`src/rtl/execute_stage_reg.sv`:
```
// execute_stage_reg: ID/EX pipeline register plus ALU operand selection.
// Define EXEC_FWD_EN to build MEM/WB forwarding; otherwise the hazard unit stalls.
module execute_stage_reg #(
  parameter int WIDTH = 32,
  parameter int RADDR = 5
) (
  input  logic             clk,
  input  logic             reset_n,
  input  logic             StallE,
  input  logic             FlushE,
  input  logic [WIDTH-1:0] RD1D,
  input  logic [WIDTH-1:0] RD2D,
  input  logic [WIDTH-1:0] ImmExtD,
  input  logic [RADDR-1:0] Rs1D,
  input  logic [RADDR-1:0] Rs2D,
  input  logic [RADDR-1:0] RdD,
  input  logic [2:0]       ALUControlD,
  input  logic             ALUSrcD,
  input  logic             RegWriteD,
  input  logic             MemWriteD,
  input  logic [1:0]       ResultSrcD,
  input  logic [WIDTH-1:0] ALUResultM,
  input  logic [RADDR-1:0] RdM,
  input  logic             RegWriteM,
  input  logic [WIDTH-1:0] ResultW,
  input  logic [RADDR-1:0] RdW,
  input  logic             RegWriteW,
  output logic [WIDTH-1:0] SrcAE,
  output logic [WIDTH-1:0] SrcBE,
  output logic [WIDTH-1:0] WriteDataE,
  output logic [2:0]       ALUControlE,
  output logic             RegWriteE,
  output logic             MemWriteE,
  output logic [1:0]       ResultSrcE,
  output logic [RADDR-1:0] RdE,
  output logic             ValidE
);

  logic [WIDTH-1:0] rd1e;
  logic [WIDTH-1:0] rd2e;
  logic [WIDTH-1:0] immexte;
  logic [RADDR-1:0] rs1e;
  logic [RADDR-1:0] rs2e;
  logic             alusrce;
  logic [WIDTH-1:0] fwda;
  logic [WIDTH-1:0] fwdb;

  // capture decode bundle; reset beats flush beats stall beats load
  always_ff @(posedge clk) begin
    if (!reset_n || FlushE) begin
      rd1e        <= '0;
      rd2e        <= '0;
      immexte     <= '0;
      rs1e        <= '0;
      rs2e        <= '0;
      RdE         <= '0;
      ALUControlE <= '0;
      alusrce     <= 1'b0;
      RegWriteE   <= 1'b0;
      MemWriteE   <= 1'b0;
      ResultSrcE  <= '0;
      ValidE      <= 1'b0;
    end else if (!StallE) begin
      rd1e        <= RD1D;
      rd2e        <= RD2D;
      immexte     <= ImmExtD;
      rs1e        <= Rs1D;
      rs2e        <= Rs2D;
      RdE         <= RdD;
      ALUControlE <= ALUControlD;
      alusrce     <= ALUSrcD;
      RegWriteE   <= RegWriteD;
      MemWriteE   <= MemWriteD;
      ResultSrcE  <= ResultSrcD;
      ValidE      <= 1'b1;
    end
  end

`ifdef EXEC_FWD_EN
  logic hitam;
  logic hitaw;
  logic hitbm;
  logic hitbw;

  assign hitam = RegWriteM && (RdM != '0) && (RdM == rs1e);
  assign hitaw = RegWriteW && (RdW != '0) && (RdW == rs1e);
  assign hitbm = RegWriteM && (RdM != '0) && (RdM == rs2e);
  assign hitbw = RegWriteW && (RdW != '0) && (RdW == rs2e);

  // operand bypass: newest producer (MEM) wins over WB, x0 never bypassed
  always_comb begin
    fwda = rd1e;
    fwdb = rd2e;
    if (hitam)      fwda = ALUResultM;
    else if (hitaw) fwda = ResultW;
    if (hitbm)      fwdb = ALUResultM;
    else if (hitbw) fwdb = ResultW;
  end
`else
  logic unused_fwd;

  assign unused_fwd = ^{ALUResultM, RdM, RegWriteM,
                        ResultW, RdW, RegWriteW,
                        rs1e, rs2e};
  assign fwda = rd1e;
  assign fwdb = rd2e;
`endif

  assign SrcAE      = fwda;
  assign WriteDataE = fwdb;
  assign SrcBE      = alusrce ? immexte : fwdb;

endmodule

```
`config.mk`:
```
export PLATFORM = sky130hd
export DESIGN_NAME = execute_stage_reg
export DESIGN_NICKNAME = d
export VERILOG_FILES = /design/src/rtl/execute_stage_reg.sv
export SDC_FILE = /design/constraint.sdc
export NUM_CORES = 1
export LEC_CHECK = 0
export BUFFER_PORTS_ARGS = -buffer_cell sky130_fd_sc_hd__buf_2
export CELL_PAD_IN_SITES_DETAIL_PLACEMENT = 1
export CELL_PAD_IN_SITES_GLOBAL_PLACEMENT = 2
export CORE_ASPECT_RATIO = 1.25
export CORE_MARGIN = 2
export CORE_UTILIZATION = 24
export DETAILED_ROUTE_END_ITERATION = 6
export MAX_ROUTING_LAYER = met4
export PLACE_DENSITY = 0.84
export REMOVE_ABC_BUFFERS = 1
export SLEW_MARGIN = 10
export SYNTH_ARGS = -nofsm -noshare
export SYNTH_HDL_FRONTEND = slang
export SYNTH_SLANG_ARGS = --single-unit
```
`constraint.sdc`:
```
create_clock -name clk -period 1.7 [get_ports clk]
set_input_delay 0.255 -clock clk [delete_from_list [all_inputs] [get_ports clk]]
set_output_delay 0.255 -clock clk [all_outputs]
set_load 0.02 [all_outputs]
```
=== Word level (Yosys, flattened, before mapping) ===
Cells that the tools add are included.

* Output and inout port bits: 109
* Input bits: 199
* Logic and storage cells: 13
* Register bits after elaboration: 110

* Reductions and logical operators: 2
* Mux-type cells: 1

{| class="wikitable"
|+ Operators by type and width
! operator !! count
|-
| two-way mux 32 bit || 1
|-
| zero test 1 bit || 1
|-
| logical OR 1 bit || 1
|}

=== Depth between registers and ports, before layout ===
Gate-level depths: netlist (run 1).

* Depth after elaboration: 2
* Mapped depth: 4
* Gate-level depth less buffers: 2

=== Worst setup path before layout (run 1) ===
Ideal clock, no wire load.

* Path type: flip-flop to output port
* Start: register alusrce
* End: output SrcBE[10]
* Path slack: 0.433 ns
* Stages on the path, launching flop included: 4
* Required time: 1.445 ns
* Data arrival time: 1.012 ns
* Path buffers: 2
* Cells stage by stage: dfxtp_1 -> buf_2 -> buf_4 -> mux2_1

* Word-level cells in the longest chain between the ends: 1

{| class="wikitable"
|+ Ends and longest elaborated chain
! element !! line !! text
|-
| start: declaration || 44 || <nowiki>logic alusrce;</nowiki>
|-
| start signal: assignment || 71 || <nowiki>alusrce <= ALUSrcD;</nowiki>
|-
| two-way mux 32 bit || 111 || <nowiki>assign SrcBE = alusrce ? immexte : fwdb;</nowiki>
|-
| end: declaration || 29 || <nowiki>output logic [WIDTH-1:0] SrcBE,</nowiki>
|}

Every way passes these cells.

=== Final worst setup path (run 1) ===
* Start: register alusrce
* End: output SrcBE[15]

Same word-level chain as after synthesis.

==> metrics.txt, run 1 <==
# TYPE chip_impl_metric gauge
chip_impl_metric{name="overflow",unit=""} 0
chip_impl_metric{name="setup_slack",unit="ps"} -34.2
chip_impl_metric{name="final_hold_viol_count",unit=""} 0
chip_impl_metric{name="synth_warnings",unit=""} 0
chip_impl_metric{name="detail_route.iter0.violations",unit=""} 54
chip_impl_metric{name="global_routing_met3_resource_utilization",unit="%"} 2.92
chip_impl_metric{name="relSlewSlack",unit="%"} 70.9
chip_impl_metric{name="antenna_diode_count",unit=""} 0
chip_impl_metric{name="ratio_of_routed_vias_to_standard_cells",unit=""} 4.34
chip_impl_metric{name="setup_viol",unit=""} 25
chip_impl_metric{name="ports",unit=""} 308
chip_impl_metric{name="routed_wirelength",unit="mm"} 13.5
chip_impl_metric{name="die-height",unit="µm"} 155
chip_impl_info{name="gr-max-usage-layer",value="met2"} 1
chip_impl_info{name="min-delay-start",value="RD2D[1]"} 1
chip_impl_info{name="worstSetupPathType",value="register to output pin"} 1
chip_impl_metric{name="synthDistinctLibCells",unit=""} 13
chip_impl_metric{name="vias",unit=""} 3658
chip_impl_metric{name="met1_usage_grt",unit="%"} 15.0
chip_impl_metric{name="power_after_layout",unit="mW"} 5.52
chip_impl_metric{name="maxSlewViolCount",unit=""} 0
chip_impl_metric{name="finalWeightedCongestion",unit=""} 0.721
chip_impl_metric{name="grt_max_degree",unit=""} 67
chip_impl_metric{name="finClkSkew",unit="ps"} 0
chip_impl_info{name="most_common_cell_after_layout_fill_and_taps_aside",value="sky130_fd_sc_hd__buf_2"} 1
chip_impl_metric{name="hold-worst-slack",unit="ps"} 132
chip_impl_metric{name="met2_usage",unit="%"} 24.4
chip_impl_metric{name="place_worst_setup_slack",unit="ps"} 309
chip_impl_metric{name="power_density",unit="nW/µm²"} 874
chip_impl_info{name="timing.hold.worst.class",value="primary input to register"} 1
chip_impl_info{name="violations",value="setup timing"} 1
chip_impl_metric{name="cts_inserted_buffers",unit=""} 9
chip_impl_metric{name="max_freq",unit="MHz"} 577
chip_impl_metric{name="layout-area-overhead-vs-synth",unit="%"} 44.4
chip_impl_metric{name="max_cap_violations",unit=""} 0
chip_impl_metric{name="first_pass_grt_wire_length",unit="mm"} 20.7
chip_impl_metric{name="place.detailed.hpwl",unit="mm"} 9.47
chip_impl_info{name="rsz0062_at_grt",value="yes"} 1
chip_impl_metric{name="detailedRoute.firstPassIterationCount",unit=""} 4
chip_impl_metric{name="cts-htree-levels",unit=""} 3
chip_impl_metric{name="max_slew.worst_pin.slew",unit="ps"} 436
chip_impl_info{name="cp-end-kind",value="output pin"} 1
chip_impl_metric{name="drt_drc_violations_left",unit=""} 0
chip_impl_metric{name="final_net_count",unit=""} 808
chip_impl_metric{name="wire_per_inst",unit="µm"} 16.0
chip_impl_metric{name="worstPathRequired",unit="ps"} 1440
chip_impl_metric{name="io_buffer_count",unit=""} 221
chip_impl_metric{name="finalNonFillerCells",unit=""} 842
chip_impl_metric{name="power_leakage",unit="nW"} 3.20
chip_impl_metric{name="grt_antenna_before_repair",unit=""} 0
chip_impl_metric{name="drive_above_1_share",unit="%"} 46.4
chip_impl_metric{name="grt_pass1_vias",unit=""} 3967
chip_impl_metric{name="cts.clk_slew.worst_paths",unit="ps"} 80
chip_impl_metric{name="dieWidth",unit="µm"} 125
chip_impl_metric{name="post_synth_inst_count",unit=""} 391
chip_impl_metric{name="timing.final.crit_period",unit="ps"} 1730
chip_impl_metric{name="drt.antenna.violating_nets",unit=""} 0
chip_impl_metric{name="ctsLongestPathBuffers",unit=""} 2
chip_impl_metric{name="critical_path_maximum_fanout",unit=""} 8
chip_impl_metric{name="worstSkewPairLatency",unit="ps"} 340
chip_impl_metric{name="coreArea",unit="µm²"} 18000
chip_impl_metric{name="yosys_register_bits",unit=""} 110
chip_impl_info{name="reg2reg_from",value="alusrce"} 1
chip_impl_metric{name="ys_seq_area_share",unit="%"} 50.3
chip_impl_metric{name="grt_usage",unit="%"} 13.8
chip_impl_metric{name="dieArea",unit="µm²"} 19300
chip_impl_info{name="layout_common_cells",value="sky130_fd_sc_hd__buf_2, sky130_fd_sc_hd__dfxtp_1, sky130_fd_sc_hd__mux2i_1, sky130_fd_sc_hd__nor2_1, sky130_fd_sc_hd__buf_6"} 1
chip_impl_metric{name="worst_ir_drop_vdd",unit="µV"} 372
chip_impl_info{name="clock_tree_from_tritoncts",value="done"} 1
chip_impl_metric{name="synth_area_per_cell",unit="µm²"} 11.2
chip_impl_metric{name="period_share",unit="%"} 102
chip_impl_metric{name="timing.critical_path.arrival",unit="ps"} 1480
chip_impl_info{name="cts_root_buffer",value="sky130_fd_sc_hd__clkbuf_16"} 1
chip_impl_metric{name="netlist_area",unit="µm²"} 4380
chip_impl_metric{name="row_count",unit=""} 55
chip_impl_metric{name="final_tns_setup",unit="ps"} -385
chip_impl_info{name="worstSetupStartpointType",value="register"} 1
chip_impl_metric{name="start_util",unit="%"} 24.4
chip_impl_metric{name="tritoncts_num_sinks",unit=""} 110
chip_impl_metric{name="placed_cells_incl_taps",unit=""} 821
chip_impl_info{name="status",value="complete, but fails checks"} 1
chip_impl_info{name="timing.critical_path.from",value="alusrce"} 1
==> layout make-up <==
| class | count | area, µm² |
|---|---|---|
| clock buffer | 10 | 239 |
| inverter | 1 | 3.75 |
| sequential | 110 | 2210 |
| tap | 228 | 285 |
| multi-input combinational | 252 | 2000 |
| fill | 2060 | 11600 |
| clock inverter | 6 | 46.3 |
| timing repair buffer | 235 | 1540 |
==> routing by layer <==
| layer | wire length [µm] | part of all wire, % | vias to the layer above |
|---|---|---|---|
| met5 | 0 | 0 | - |
| met2 | 7160 | 53 | 129 |
| met3 | 758 | 5.6 | 18 |
| met1 | 5260 | 39 | 1765 |
| li1 | - | - | 1746 |
| met4 | 276 | 2.1 | 0 |
==> stage by stage <==
step	instance area (µm²)	utilization, %
after floorplan	4080	-
after global placement	5600	31.2
after detailed placement	5600	31.2
final	6320	35.2
after CTS	6030	33.6
after global routing	6320	35.2
==> flip-flops by register name, indices dropped and copies added, names as in the netlist <==
signal,cells
ALUControlE,3
alusrce,1
ValidE,1
MemWriteE,1
SrcAE,32
ResultSrcE,2
RdE,5
RegWriteE,1
immexte,32
WriteDataE,32
==> kinds of logic (layout without fill, tap and decap cells) <==
group / Yosys count / in the layout / synth area share, %
AO/OA/AOI/OAI: 1 / 1 / 0.114
flip-flops: 110 / 110 / 50.3
AND/OR/NAND/NOR: 110 / 110 / 9.49
buffers and inverters: 29 / 252 / 6.94
multiplexers: 141 / 141 / 33.2
==> what timing repair did <==
| item | in CTS | in global routing |
|---|---|---|
| buffers inserted | 0 | 1 |
| hold buffers | 0 | 0 |
| gates cloned | 2 | 2 |
| pin swaps | 0 | 0 |
| endpoints found under the setup margin | 32 | 26 |
| gates resized for setup | 31 | 71 |
==> report_power, final <==
part / internal [mW] / total [mW] / switching [mW]
logic: 0.391 / 0.786 / 0.396
clock network: 1.04 / 2.02 / 0.979
registers: 2.66 / 2.71 / 0.0546
total: 4.09 / 5.52 / 1.43
==> cell usage after synthesis <==
cell type / count / share of area [%]
sky130_fd_sc_hd__nand2b_1: 1 / 0.14
sky130_fd_sc_hd__nor2_1: 109 / 9.3
sky130_fd_sc_hd__mux2i_1: 109 / 25
sky130_fd_sc_hd__a21oi_1: 1 / 0.11
sky130_fd_sc_hd__inv_1: 1 / 0.086
sky130_fd_sc_hd__mux2_1: 29 / 7.5
sky130_fd_sc_hd__buf_4: 5 / 0.86
sky130_fd_sc_hd__clkbuf_1: 10 / 0.86
sky130_fd_sc_hd__buf_8: 1 / 0.34
sky130_fd_sc_hd__mux2_2: 3 / 0.77
sky130_fd_sc_hd__dfxtp_1: 110 / 50
sky130_fd_sc_hd__buf_2: 2 / 0.23
sky130_fd_sc_hd__buf_12: 10 / 4.6
==> critical path: stages, from the launching register on <==
cell and delay [ps]:
sky130_fd_sc_hd__dfxtp_4 460, sky130_fd_sc_hd__clkbuf_16 210, sky130_fd_sc_hd__mux2_4 310, sky130_fd_sc_hd__buf_6 130
==> final timing paths <==
check                                     end  slack, ps  cells past startpoint
worst max-delay path                SrcBE[15]        -30                      3
worst min-delay path            WriteDataE[1]        130                      3
worst max register to register        alusrce        650                      4
worst min register to register         ValidE        450                      2
Power figures use the tool's default switching activity.
==> run 2: changes to the inputs <==
Settings changed: CORE_MARGIN 2 to unset.
==> metrics.txt, run 2 (synthesis results as in run 1) <==
# TYPE chip_impl_metric gauge
chip_impl_info{name="status",value="complete, but fails checks"} 1
chip_impl_info{name="violations",value="setup timing"} 1
chip_impl_metric{name="ports",unit=""} 308
chip_impl_metric{name="timing.critical_path.arrival",unit="ps"} 1450
chip_impl_metric{name="finalWeightedCongestion",unit=""} 0.712
chip_impl_metric{name="vias",unit=""} 3556
chip_impl_info{name="layout_common_cells",value="sky130_fd_sc_hd__buf_2, sky130_fd_sc_hd__dfxtp_1, sky130_fd_sc_hd__mux2i_1, sky130_fd_sc_hd__nor2_1, sky130_fd_sc_hd__mux2_1"} 1
chip_impl_metric{name="io_buffer_count",unit=""} 221
chip_impl_metric{name="cts.clk_slew.worst_paths",unit="ps"} 80
chip_impl_info{name="timing.critical_path.from",value="alusrce"} 1
chip_impl_info{name="cts_root_buffer",value="sky130_fd_sc_hd__clkbuf_16"} 1
chip_impl_metric{name="finClkSkew",unit="ps"} 0
chip_impl_metric{name="place.detailed.hpwl",unit="mm"} 9.18
chip_impl_metric{name="grt_usage",unit="%"} 13.5
chip_impl_metric{name="drt_drc_violations_left",unit=""} 0
chip_impl_metric{name="placed_cells_incl_taps",unit=""} 817
chip_impl_metric{name="critical_path_maximum_fanout",unit=""} 12
chip_impl_metric{name="die-height",unit="µm"} 153
chip_impl_metric{name="coreArea",unit="µm²"} 17600
chip_impl_metric{name="final_net_count",unit=""} 804
chip_impl_info{name="worstSetupStartpointType",value="register"} 1
chip_impl_metric{name="wl_met2",unit="mm"} 6.17
chip_impl_metric{name="routed_wirelength",unit="mm"} 12.4
chip_impl_metric{name="power_density",unit="nW/µm²"} 939
chip_impl_info{name="cp-end-kind",value="output pin"} 1
chip_impl_metric{name="dieWidth",unit="µm"} 123
chip_impl_metric{name="ratio_of_routed_vias_to_standard_cells",unit=""} 4.26
chip_impl_info{name="highest_layer",value="met4"} 1
chip_impl_metric{name="worstPathRequired",unit="ps"} 1440
chip_impl_metric{name="final_tns_setup",unit="ps"} -7.71
chip_impl_metric{name="cts_hold_buffers",unit=""} 0
chip_impl_metric{name="dieArea",unit="µm²"} 18800
chip_impl_info{name="timing.hold.worst.class",value="primary input to register"} 1
chip_impl_metric{name="row_count",unit=""} 54
chip_impl_metric{name="detailedRoute.firstPassIterationCount",unit=""} 4
chip_impl_metric{name="wl_met3",unit="mm"} 1.06
chip_impl_metric{name="place_worst_setup_slack",unit="ps"} 386
chip_impl_metric{name="cts_inserted_buffers",unit=""} 9
chip_impl_info{name="rsz0062_at_grt",value="yes"} 1
chip_impl_metric{name="tritoncts_num_sinks",unit=""} 110
chip_impl_metric{name="power_leakage",unit="nW"} 3.14
chip_impl_metric{name="max_cap_violations",unit=""} 0
chip_impl_metric{name="drt.antenna.violating_nets",unit=""} 0
chip_impl_info{name="reg2reg_from",value="alusrce"} 1
chip_impl_metric{name="post-cts-setup-buffer-count",unit=""} 0
chip_impl_metric{name="worst_ir_drop_vdd",unit="µV"} 456
chip_impl_info{name="worstSetupPathType",value="register to output pin"} 1
chip_impl_metric{name="start_util",unit="%"} 24.8
chip_impl_metric{name="period_share",unit="%"} 100
chip_impl_info{name="clock_tree_from_tritoncts",value="done"} 1
chip_impl_metric{name="first_pass_grt_wire_length",unit="mm"} 18.9
chip_impl_metric{name="maxSlewViolCount",unit=""} 0
chip_impl_metric{name="grt_pass1_vias",unit=""} 3750
chip_impl_metric{name="wirelength_met1",unit="mm"} 4.91
chip_impl_metric{name="max_slew.worst_pin.slew",unit="ps"} 486
chip_impl_metric{name="worstSkewPairLatency",unit="ps"} 360
chip_impl_metric{name="grt_antenna_before_repair",unit=""} 1
chip_impl_metric{name="max_freq",unit="MHz"} 587
chip_impl_metric{name="drive_above_1_share",unit="%"} 41.8
chip_impl_metric{name="detail_route.iter0.violations",unit=""} 44
chip_impl_metric{name="fill_cells",unit=""} 2051
chip_impl_info{name="most_common_cell_after_layout_fill_and_taps_aside",value="sky130_fd_sc_hd__buf_2"} 1
chip_impl_metric{name="timing.final.crit_period",unit="ps"} 1700
chip_impl_info{name="min-delay-start",value="RD1D[20]"} 1
chip_impl_metric{name="grt_max_degree",unit=""} 64
chip_impl_metric{name="setup_slack",unit="ps"} -3.72
chip_impl_metric{name="finalNonFillerCells",unit=""} 835
chip_impl_metric{name="overflow",unit=""} 0
chip_impl_metric{name="ctsLongestPathBuffers",unit=""} 2
chip_impl_metric{name="final_hold_viol_count",unit=""} 0
chip_impl_metric{name="layout-area-overhead-vs-synth",unit="%"} 37.0
chip_impl_metric{name="cts-htree-levels",unit=""} 3
chip_impl_metric{name="setup_viol",unit=""} 3
chip_impl_metric{name="relSlewSlack",unit="%"} 67.6
chip_impl_metric{name="wire_per_inst",unit="µm"} 14.9
[run 2: final timing paths]
path,slack (ps),endpoint,cells after the start
worst max-delay path,-4,SrcBE[10],3
worst min-delay path,120,SrcAE[20],3
worst max register to register,870,alusrce,3
worst min register to register,460,ValidE,2
[run 2: per-stage QoR]
stage                     util (%)  hold slack (ps)  power [mW]  instance area, µm²
final                         34.0              123        5.63                6000
after global routing          34.0              134        5.90                6000
after CTS                     33.5              112        5.73                5910
after detailed placement      31.8              442        3.49                5610
after global placement        31.8              436        3.46                5610
after floorplan                  -              347        3.11                4080
[run 2: what timing repair did]
item | in CTS | in global routing
endpoints found under the hold margin | 0 | 0
resized for setup | 0 | 17
cloned | 0 | 1
setup endpoints to repair | 19 | 32
[run 2: area by class of cell]
class	instances	area, µm²	area share [%]
inverter	1	3.75	0.0626
sequential	110	2210	36.8
tap	224	280	4.67
multi-input combinational	252	1900	31.7
antenna	1	2.50	0.0417
clock inverter	6	75.1	1.25
clock buffer	10	229	3.82
timing repair buffer	231	1300	21.7
[run 2: worst max-delay path, stage by stage (launching register included)]
cell,delay (ps)
sky130_fd_sc_hd__dfxtp_4,400
sky130_fd_sc_hd__clkbuf_16,190
sky130_fd_sc_hd__mux2_1,330
sky130_fd_sc_hd__buf_2,160
[run 2: where the power goes]
group          switching [mW]  total (mW)  internal, mW
combinational           0.382       0.717         0.336
sequential             0.0496        2.71          2.66
clock                    1.03        2.20          1.17
total                    1.46        5.63          4.17
[run 2: metal layers]
metal | track usage, % | up-vias
li1 | - | 1733
met1 | 13.6 | 1669
met2 | 23.1 | 137
met3 | 4.48 | 17
met4 | 6.45 | 0
met5 | - | -
